--- src/rtl/stop_watch_display.sv ---
// Stopwatch digit display: 7-segment decode, debounced LAP freeze/resume button,
// and a one-cycle pulse on every change of the incoming count.
module stop_watch_display #(
    parameter int DEBOUNCE_CYCLES = 1_000_000,
    parameter bit SEG_ACTIVE_LOW  = 1'b1
) (
    input  logic       Clk,
    input  logic       Clr,
    input  logic [2:0] Q_in,
    input  logic       Lap_n,
    output logic [6:0] HEX,
    output logic       Hold,
    output logic       Digit_Change
);

    localparam int              CNT_W    = $clog2(DEBOUNCE_CYCLES + 1);
    localparam logic [CNT_W-1:0] CNT_LAST = CNT_W'(DEBOUNCE_CYCLES - 1);

    localparam logic [0:0] ST_LIVE = 1'b0;
    localparam logic [0:0] ST_HOLD = 1'b1;

    localparam logic [6:0] SEG_ZERO  = 7'b0111111;
    localparam logic [6:0] HEX_RESET = SEG_ACTIVE_LOW ? ~SEG_ZERO : SEG_ZERO;

    logic             sync1_q, sync2_q;
    logic             stable_q, stable_d, stable_prev_q;
    logic [CNT_W-1:0] deb_cnt_q, deb_cnt_d;
    logic             press_q;
    logic [0:0]       state_q, state_d;
    logic [2:0]       disp_q, disp_d;
    logic [6:0]       hex_q, hex_d;
    logic [2:0]       q_prev_q;
    logic             chg_q;

    function automatic logic [6:0] seg_decode(input logic [2:0] val);
        case (val)
            3'd0:    seg_decode = SEG_ZERO;
            3'd1:    seg_decode = 7'b0000110;
            3'd2:    seg_decode = 7'b1011011;
            3'd3:    seg_decode = 7'b1001111;
            3'd4:    seg_decode = 7'b1100110;
            3'd5:    seg_decode = 7'b1101101;
            default: seg_decode = 7'b1000000;
        endcase
    endfunction

    // NOTE: every always_comb output gets a default first so no path can infer a latch.
    always_comb begin
        deb_cnt_d = '0;
        stable_d  = stable_q;
        if (sync2_q != stable_q) begin
            if (deb_cnt_q == CNT_LAST) stable_d = sync2_q;
            else                       deb_cnt_d = deb_cnt_q + 1'b1;
        end
    end

    always_comb begin
        state_d = state_q;
        disp_d  = disp_q;
        case (state_q)
            ST_LIVE: begin
                disp_d = Q_in;
                if (press_q) state_d = ST_HOLD;
            end
            ST_HOLD: if (press_q) state_d = ST_LIVE;
            default: state_d = ST_LIVE;
        endcase
        hex_d = SEG_ACTIVE_LOW ? ~seg_decode(disp_q) : seg_decode(disp_q);
    end

    // NOTE: sequential state uses non-blocking assignments so all flops sample pre-edge values.
    always_ff @(posedge Clk or posedge Clr) begin
        if (Clr) begin
            sync1_q       <= 1'b1;
            sync2_q       <= 1'b1;
            stable_q      <= 1'b1;
            stable_prev_q <= 1'b1;
            deb_cnt_q     <= '0;
            press_q       <= 1'b0;
            state_q       <= ST_LIVE;
            disp_q        <= 3'd0;
            hex_q         <= HEX_RESET;
            q_prev_q      <= 3'd0;
            chg_q         <= 1'b0;
        end else begin
            sync1_q       <= Lap_n;
            sync2_q       <= sync1_q;
            stable_q      <= stable_d;
            stable_prev_q <= stable_q;
            deb_cnt_q     <= deb_cnt_d;
            // Only the accepted falling edge (press) is an event; releases are ignored.
            press_q       <= stable_prev_q & ~stable_q;
            state_q       <= state_d;
            disp_q        <= disp_d;
            hex_q         <= hex_d;
            q_prev_q      <= Q_in;
            chg_q         <= (Q_in != q_prev_q);
        end
    end

    assign HEX          = hex_q;
    assign Hold         = (state_q == ST_HOLD);
    assign Digit_Change = chg_q;

endmodule
--- config.mk ---
export PLATFORM = sky130hd
export DESIGN_NAME = stop_watch_display
export DESIGN_NICKNAME = d
export VERILOG_FILES = /design/src/rtl/stop_watch_display.sv
export SDC_FILE = /design/constraint.sdc
export NUM_CORES = 1
export LEC_CHECK = 0
export ABC_AREA = 1
export CORE_MARGIN = 2
export CORE_UTILIZATION = 36
export CTS_CLUSTER_DIAMETER = 120
export DETAILED_ROUTE_END_ITERATION = 7
export GPL_TIMING_DRIVEN = 0
export SLEW_MARGIN = 20
export SYNTH_ARGS = -nofsm -noshare
export SYNTH_HDL_FRONTEND = slang
export SYNTH_SLANG_ARGS = --single-unit
--- constraint.sdc ---
create_clock -name Clk -period 1.4 [get_ports Clk]
set_clock_uncertainty 0.1 [all_clocks]
set_input_delay 0.28 -clock Clk [delete_from_list [all_inputs] [get_ports Clk]]
set_output_delay 0.28 -clock Clk [all_outputs]
set_load 0.1 [all_outputs]
==> reports/summary.txt <==
Outcome -> finished with violations
Failing checks -> negative setup slack
Mean number of vias per cell -> 4.54
WL/cell -> 11.6 µm
RSZ-0062 raised after global routing -> yes
Crit path to -> deb_cnt_q[6]
Worst Hold Class -> in -> async
Layout cells sized above 1 -> 30.5%
Final worst slack -> -0.0149 ns
Gr usage total -> 14.6%
Largest net degree at the start of global routing -> 31
Fillers -> 487
R2R Path Start -> deb_cnt_q[0]
Area growth, synth to finish -> 27.9%
Min Tclk post-route -> 1.41 ns
Core area -> 5040 µm²
Commonest cells after routing, fill and taps aside -> nor2_1, dfrtp_1, nand2_1
Cell area after layout -> 2380 µm²
First-pass GRT wire length -> 6.13 mm
Power Dens Cells -> 1030 nW/µm²
Initial antenna violation count -> 0
Slew Viols, Final -> 0
Ports -> 15
Initial Util -> 36.8%
Final Routed Wirelength -> 3.52 mm
Dpl hpwl -> 2.44 mm
Clock net sink count -> 39
Final nets -> 239
Design Power -> 2.45 mW
Sequential share of the synthesized area -> 52.9%
Pleak -> 1.02 nW
Cts bufs inserted -> 5
Clock slew at reported path FFs -> 0.08 ns
Yosys reg bits -> 39
Endpoints failing hold -> 0
Post-Syn Area -> 1860 µm²
Critical path type -> reg -> reg
DIE AREA -> 5750 µm²
CTS H-Tree Depth -> 2
Cells after Synth -> 199
Cell variety after synth -> 30
Worst skew pair latency -> 0.30 ns
Crit path arrival time -> 1.51 ns
Placed cell areas -> 2110 µm²
Vias in the first global route -> 1,353
Final estimated routing congestion in global placement -> 0.922
Antenna-violating nets left -> 0
Maximum VDD drop -> 0.775 mV
Via count -> 1,376
Critical Path End Type -> flip-flop
Ant. Diodes -> 0
Mean post-synth cell area -> 9.34 µm²
Leading cell type in the layout, fill and taps excluded -> nor2_1
Synth warnings -> 0
Root buf cell -> clkbuf_8
Overflow after GRT -> 0
DRT Pass-1 Iters -> 4
Worst-margin pin slew -> 0.298 ns
Starting DRT DRC Count -> 110
R2R depth -> 6
Hold WS -> 0.112 ns
Max Clock Freq -> 0.707 GHz
CP startpoint kind -> flip-flop
Crit. Startpoint -> deb_cnt_q[0]
Req. time, crit path -> 1.49 ns
Slew margin rel. -> 80.2%
Row cnt -> 26
Port bufs -> 14
Endpoints failing setup -> 5
Worst-path maximum fanout -> 5
Reg2reg end -> deb_cnt_q[6]
DRC Markers -> 0
Flop-to-flop setup slack -> -0.01 ns
Syn_nets -> 206
Max-cap violations -> 0
Clock Path Buffers -> 2
Fin crit share -> 101%
CTS tree -> done
Die Ht -> 75.8 µm
Die Wd -> 75.8 µm
synth_stat cells:
cell type / instances / share of area (%)
xor2_2: 1 / 0.88
nand2_1: 25 / 5.1
nor2_2: 3 / 1.0
nor3_2: 1 / 0.54
buf_4: 1 / 0.40
a21oi_1: 9 / 2.4
nand3_4: 2 / 1.9
o21ai_1: 1 / 0.27
xor2_1: 8 / 3.8
nor2_1: 45 / 9.1
buf_2: 1 / 0.27
ha_1: 1 / 0.67
dfstp_2: 5 / 7.1
o21ai_0: 2 / 0.54
nand3b_2: 1 / 0.61
dfrtp_1: 34 / 46
xnor2_1: 7 / 3.3
nand3_2: 2 / 1.1
o21bai_2: 1 / 0.61
nand2_2: 2 / 0.67
nand3_1: 17 / 4.6
nand4_1: 1 / 0.34
clkbuf_1: 1 / 0.20
nor2_4: 4 / 2.4
nor3_4: 1 / 0.88
nor3_1: 1 / 0.27
and2_1: 1 / 0.34
inv_2: 2 / 0.40
inv_1: 17 / 3.4
nand2_4: 2 / 1.2
power by group:
group          switching [mW]  total (mW)  internal [mW]
Sequential             0.0230        1.18           1.16
Clock                   0.435       0.975          0.540
Combinational           0.195       0.287         0.0924
Total                   0.653        2.45           1.79
through the flow:
step                util [%]  instances  TNS, ns  setup WS [ns]
CTS                     45.2        297   -0.218        -0.0362
finish                  47.1        303  -0.0346        -0.0149
global placement        41.4        283   -33.29         -0.878
detailed placement      41.8        284    -5.58         -0.597
global route            47.1        303   -0.949        -0.0956
floorplan                  -        199  -0.0168        -0.0168
logic make-up after synthesis:
logic type,Yosys count,synth area share [%]
xor+xnor,16,7.95
simple gates,108,30.0
compound gates,13,3.84
flops,39,52.9
fa+ha+maj,1,0.673
buf+inv,22,4.71
how the worst min path moves through the flow:
| stage | from | slack (ns) | to |
|---|---|---|---|
| 6_report | Clr | 0.11 | deb_cnt_q[15] |
| 5_1_grt | Clr | 0.17 | press_q |
| 4_1_cts | Clr | 0.12 | deb_cnt_q[15] |
| 3_5_place_dp | sync1_q | 0.25 | sync2_q |
| 3_3_place_gp | sync1_q | 0.25 | sync2_q |
| 2_1_floorplan | Lap_n | 0.18 | sync1_q |
critical path, cell delays in order, from the launching register on:
cell and delay, ns:
dfrtp_1 0.41, ha_4 0.16, nand3_4 0.12, nor2_4 0.19, buf_4 0.15, xnor2_1 0.11, nor2_1 0.06
state kept, by name, summed over array words and instances (netlist names):
register       count
deb_cnt_q         20
HEX                6
disp_q             3
q_prev_q           3
Digit_Change       1
Hold               1
press_q            1
stable_prev_q      1
stable_q           1
sync1_q            1
sync2_q            1
cell type report:
class	count	area (µm²)	area share (%)
Clock buffer	5	68.8	2.89
Sequential cell	39	985	41.4
Clock inverter	3	47.5	2.00
Timing Repair Buffer	26	245	10.3
Buffer	3	20.0	0.842
Multi-Input combinational cell	138	852	35.8
Inverter	19	71.3	3.00
Tap cell	70	87.6	3.68
layer usage:
| layer | vias to the layer above | track usage, % | routed length (µm) | share of wire, % |
|---|---|---|---|---|
| met4 | 0 | 6.43 | 72 | 2.0 |
| met5 | - | 0 | 0 | 0 |
| met1 | 656 | 18.6 | 1670 | 47 |
| met2 | 22 | 23.6 | 1670 | 47 |
| met3 | 7 | 3.57 | 104 | 3.0 |
| li1 | 691 | - | - | - |
repair_timing:
action,4_1_cts,5_1_grt
setup buffers,5,6
hold buffers,0,0
gates resized for setup,62,13
pin swaps,4,6
endpoints found under the setup margin,29,23
Power figures use the tool's default switching activity.
